## src/rtl/lsu_output_buffer.sv

```systemverilog
// LSU output-peripheral register bank at 0x7000-0x703F.
// Byte-lane stores drive LEDs, seven-segment digits and LCD word.
module lsu_output_buffer #(
  parameter int LEDR_W = 17,
  parameter int LEDG_W = 8,
  parameter int LCD_W  = 32
) (
  input  logic              i_clk,
  input  logic              i_reset,
  input  logic [15:0]       i_lsu_addr,
  input  logic [31:0]       i_st_data,
  input  logic              i_lsu_wren,
  input  logic [1:0]        i_st_size,
  output logic [31:0]       o_ld_data,
  output logic [LEDR_W-1:0] o_io_ledr,
  output logic [LEDG_W-1:0] o_io_ledg,
  output logic [6:0]        o_io_hex0,
  output logic [6:0]        o_io_hex1,
  output logic [6:0]        o_io_hex2,
  output logic [6:0]        o_io_hex3,
  output logic [6:0]        o_io_hex4,
  output logic [6:0]        o_io_hex5,
  output logic [6:0]        o_io_hex6,
  output logic [6:0]        o_io_hex7,
  output logic [LCD_W-1:0]  o_io_lcd
);

  localparam logic [31:0] LEDR_M =
    32'((64'd1 << LEDR_W) - 64'd1);
  localparam logic [31:0] LEDG_M =
    32'((64'd1 << LEDG_W) - 64'd1);
  localparam logic [31:0] LCD_M =
    32'((64'd1 << LCD_W) - 64'd1);
  localparam logic [31:0] HEX_M = 32'h7F7F_7F7F;

  logic        in_win;
  logic [3:0]  word;
  logic [1:0]  off;
  logic [3:0]  be;
  logic [31:0] bm;
  logic [31:0] wdat;
  logic        we;

  logic [31:0] ledr_q;
  logic [31:0] ledg_q;
  logic [31:0] hexl_q;
  logic [31:0] hexh_q;
  logic [31:0] lcd_q;

  assign in_win = (i_lsu_addr[15:6] == 10'h1C0);
  assign word   = i_lsu_addr[5:2];
  assign off    = i_lsu_addr[1:0];
  assign we     = i_lsu_wren & in_win;

  // Misaligned halfword/word and size 11 leave be empty.
  always_comb begin
    be   = 4'b0000;
    wdat = 32'h0;
    unique case (i_st_size)
      2'b00: begin
        be   = 4'b0001 << off;
        wdat = {4{i_st_data[7:0]}};
      end
      2'b01: begin
        if (!off[0]) be = off[1] ? 4'b1100 : 4'b0011;
        wdat = {2{i_st_data[15:0]}};
      end
      2'b10: begin
        if (off == 2'b00) be = 4'b1111;
        wdat = i_st_data;
      end
      default: be = 4'b0000;
    endcase
  end

  assign bm = {{8{be[3]}}, {8{be[2]}},
               {8{be[1]}}, {8{be[0]}}};

  function automatic logic [31:0] merge(
    input logic [31:0] old,
    input logic [31:0] d,
    input logic [31:0] lanes,
    input logic [31:0] impl
  );
    return ((old & ~lanes) | (d & lanes)) & impl;
  endfunction

  always_ff @(posedge i_clk or posedge i_reset) begin
    if (i_reset) begin
      ledr_q <= 32'h0;
      ledg_q <= 32'h0;
      hexl_q <= HEX_M;
      hexh_q <= HEX_M;
      lcd_q  <= 32'h0;
    end else if (we) begin
      unique case (1'b1)
        (word == 4'd0):
          ledr_q <= merge(ledr_q, wdat, bm, LEDR_M);
        (word == 4'd4):
          ledg_q <= merge(ledg_q, wdat, bm, LEDG_M);
        (word == 4'd8):
          hexl_q <= merge(hexl_q, wdat, bm, HEX_M);
        (word == 4'd9):
          hexh_q <= merge(hexh_q, wdat, bm, HEX_M);
        (word == 4'd12):
          lcd_q  <= merge(lcd_q, wdat, bm, LCD_M);
        default: ;
      endcase
    end
  end

  always_comb begin
    o_ld_data = 32'h0;
    if (in_win) begin
      unique case (word)
        4'd0:    o_ld_data = ledr_q;
        4'd4:    o_ld_data = ledg_q;
        4'd8:    o_ld_data = hexl_q;
        4'd9:    o_ld_data = hexh_q;
        4'd12:   o_ld_data = lcd_q;
        default: o_ld_data = 32'h0;
      endcase
    end
  end

  assign o_io_ledr = ledr_q[LEDR_W-1:0];
  assign o_io_ledg = ledg_q[LEDG_W-1:0];
  assign o_io_lcd  = lcd_q[LCD_W-1:0];
  assign o_io_hex0 = hexl_q[6:0];
  assign o_io_hex1 = hexl_q[14:8];
  assign o_io_hex2 = hexl_q[22:16];
  assign o_io_hex3 = hexl_q[30:24];
  assign o_io_hex4 = hexh_q[6:0];
  assign o_io_hex5 = hexh_q[14:8];
  assign o_io_hex6 = hexh_q[22:16];
  assign o_io_hex7 = hexh_q[30:24];

endmodule

```

## config.mk

```make
export PLATFORM = sky130hd
export DESIGN_NAME = lsu_output_buffer
export DESIGN_NICKNAME = d
export VERILOG_FILES = /design/src/rtl/lsu_output_buffer.sv
export SDC_FILE = /design/constraint.sdc
export NUM_CORES = 1
export LEC_CHECK = 0
export BUFFER_PORTS_ARGS = -buffer_cell sky130_fd_sc_hd__buf_2
export CELL_PAD_IN_SITES_DETAIL_PLACEMENT = 1
export CELL_PAD_IN_SITES_GLOBAL_PLACEMENT = 1
export CORE_MARGIN = 1
export CORE_UTILIZATION = 40
export CTS_BUF_LIST = sky130_fd_sc_hd__clkbuf_2
export DETAILED_ROUTE_END_ITERATION = 10
export PLACE_DENSITY = 0.85
export SETUP_SLACK_MARGIN = 0.05
export SYNTH_ARGS = -nofsm -noshare
export SYNTH_HDL_FRONTEND = slang
export SYNTH_SLANG_ARGS = --single-unit
export TNS_END_PERCENT = 10
```

## constraint.sdc

```tcl
create_clock -name i_clk -period 4.77 [get_ports i_clk]
set_clock_uncertainty 0.15 [all_clocks]
set_input_delay 0.954 -clock i_clk [delete_from_list [all_inputs] [get_ports i_clk]]
set_output_delay 0.954 -clock i_clk [all_outputs]
set_load 0.05 [all_outputs]
```

==> run metrics <==
post-CTS sizing=0; r2r worst-path depth=1; core area=around 13000 um2; Slew HR=0.365; crit path cell chain=buf_2 -> nand2b_1 -> nor3_4 -> buf_4 -> a222oi_1 -> nor2_1 -> buf_2; die height=approximately 120 um; drc violations=0; antenna-violating nets left=0; Sink Count=around 110; TritonCTS buffer count=17; first-pass GRT wire length=about 29 mm; EDFF count, synth=0; CTS Hold Bufs=0; maximum clock insertion buffer count=2; Design Area, Final=about 7000 um2; total global routing overflow=0; CP max stage delay=just over 0.7 ns; mean post-synth cell area=between 10 and 15 um2; Seq cells post-synth=about 110; total track usage=0.271; I/O Buffers=197; area grow syn2layout=25.2%; commonest non-fill, non-tap cell in the layout=buf_2; share of the synthesized area in the top cell type=0.263; family with the most delay on the worst path=simple AND/OR/NAND/NOR gates; critical path's most frequent cell=buf_2; Yosys warnings=0; Worst Path Buf+Inv=3; most frequent cells in the layout=buf_2, mux2_2, dfrtp_1; pwr/cell area=roughly 240 nW/um2; die area=approximately 14000 um2; post-synth top area cell=dfstp_2; Crit path arrival time=approximately 3.0 ns; Detailed Route Iter0 Violations=319; endpoints failing hold=0; dpl cells=806; vias=4810; Ports=between 150 and 200; root cell of the clock tree=clkbuf_2; Total Power=approximately 1.7 mW; pre-CTS setup slack=between 0.6 and 0.7 ns; CTS tree=done; total routed wirelength=around 19 mm; min Tclk post-route=approximately 4.1 ns; # setup viols final=0; outcome=finished clean; Post-synth top flop=dfrtp_1; Setup WS post-layout=between 0.6 and 0.7 ns; H-Tree Depth=4; CP Launch Type=input pin; synth top area cells=dfstp_2, dfrtp_1, mux2_2; nature of the critical path endpoint=output port; Worst-Margin Slew=around 0.95 ns; worst-skew pair later-pin latency=0.69 ns; Max IR drop VDD=approximately 140 uV; row count=42; Syn Nets=500; Fmax=0.244 GHz; via-per-instance ratio=approximately 5.7; Max Cap Viol=0; share of cells above drive strength 1=0.645; Synth cell types=39; Post-Synthesis Cells=~450; number of global-route vias before repair=approximately 5100; DRT Pass-1 Iters=5; gpl congestion=between 0.8 and 0.9; # diodes=0; ys async rst share=1.00; Worst-path clk slew=0.16 ns; Final Max Tran Viols=0; RSZ-0062 raised after global routing=no; largest net degree at the start of global routing=79; Post-CTS Setup Inserts=0; DIE WIDTH=~120 um; Critical Path RT=between 3 and 4 ns; leakage=between 3 and 4 nW; sequential area share after synthesis=0.517; Starting Density=0.417; Reg2Reg Setup Slack=3.79 ns; Max Fanout on Critical Path=18; Mapped Area=5600 um2; # nets final=about 700; post-place instance area=approximately 6800 um2; worst hold path type=input pin to asynchronous set/reset pin; initial antenna violation count=1; Tcrit/Tclk final=0.859; slowest CP cell=nor3_4; Setup TNS=0 ns; post-DP HPWL=between 10 and 15 mm; critical path type=input pin to output port; per-cell routed wire length=22.5 um; Finished Layout Cells=838
[metrics by stage]
stage	hold slack [ns]	utilization
after floorplan	0.582	-
after global placement	0.362	0.505
after detailed placement	0.368	0.505
after CTS	0.268	0.521
after global routing	0.310	0.521
final	0.283	0.521
[report_power, final]
group / switching [mW] / leakage, nW / internal, mW
combinational: 0.0974 / 2.00 / 0.0389
clock: 0.364 / 0.134 / 0.234
sequential: 0.000172 / 1.37 / 0.962
total: 0.462 / 3.51 / 1.23
[Yosys cell counts (3+ instances only)]
cell and number:
a21o_1 7, a21oi_1 33, a222oi_1 29, a22oi_1 8, and2_1 8, and3_1 4, buf_2 3, clkbuf_1 17
dfrtp_1 57, dfstp_2 56, inv_1 4, mux2_2 112, nand2_1 24, nor2_1 19, nor2_2 3, nor2b_1 11
nor3_2 8, o21ai_0 17
[cell families after synthesis]
kind of cell	share of synthesized area
AO/OA/AOI/OAI	0.122
XOR/XNOR	0.00156
buffers and inverters	0.0194
flip-flops	0.517
multiplexers	0.229
AND/OR/NAND/NOR	0.112
[worst max-delay path by stage]
stage | from | endpoint | slack, ns | depth (start not counted)
global placement | i_lsu_addr[4] | o_ld_data[27] | 0.85 | 7
CTS | i_lsu_addr[4] | o_ld_data[17] | 0.65 | 7
finish | i_lsu_addr[4] | o_ld_data[17] | 0.67 | 7
floorplan | i_lsu_addr[5] | o_ld_data[2] | 0.72 | 6
global route | i_lsu_addr[4] | o_ld_data[17] | 0.53 | 7
detailed placement | i_lsu_addr[4] | o_ld_data[17] | 0.66 | 7
[layout make-up]
class	count	area [um2]
fill	1519	6440
sequential	113	2900
multi-input combinational	308	2620
timing repair buffer	205	1050
tap	176	220
clock inverter	13	120
clock buffer	19	95.1
inverter	4	17.5
[metal layers]
| metal | global-route usage | vias up | wire (um) |
|---|---|---|---|
| met5 | 0 | - | 13 |
| met4 | 0.111 | 2 | 387 |
| met3 | 0.0613 | 30 | 1270 |
| met2 | 0.466 | 226 | 9720 |
| met1 | 0.328 | 2452 | 7450 |
| li1 | - | 2100 | - |
No activity file was read; power rests on OpenSTA's default activity.
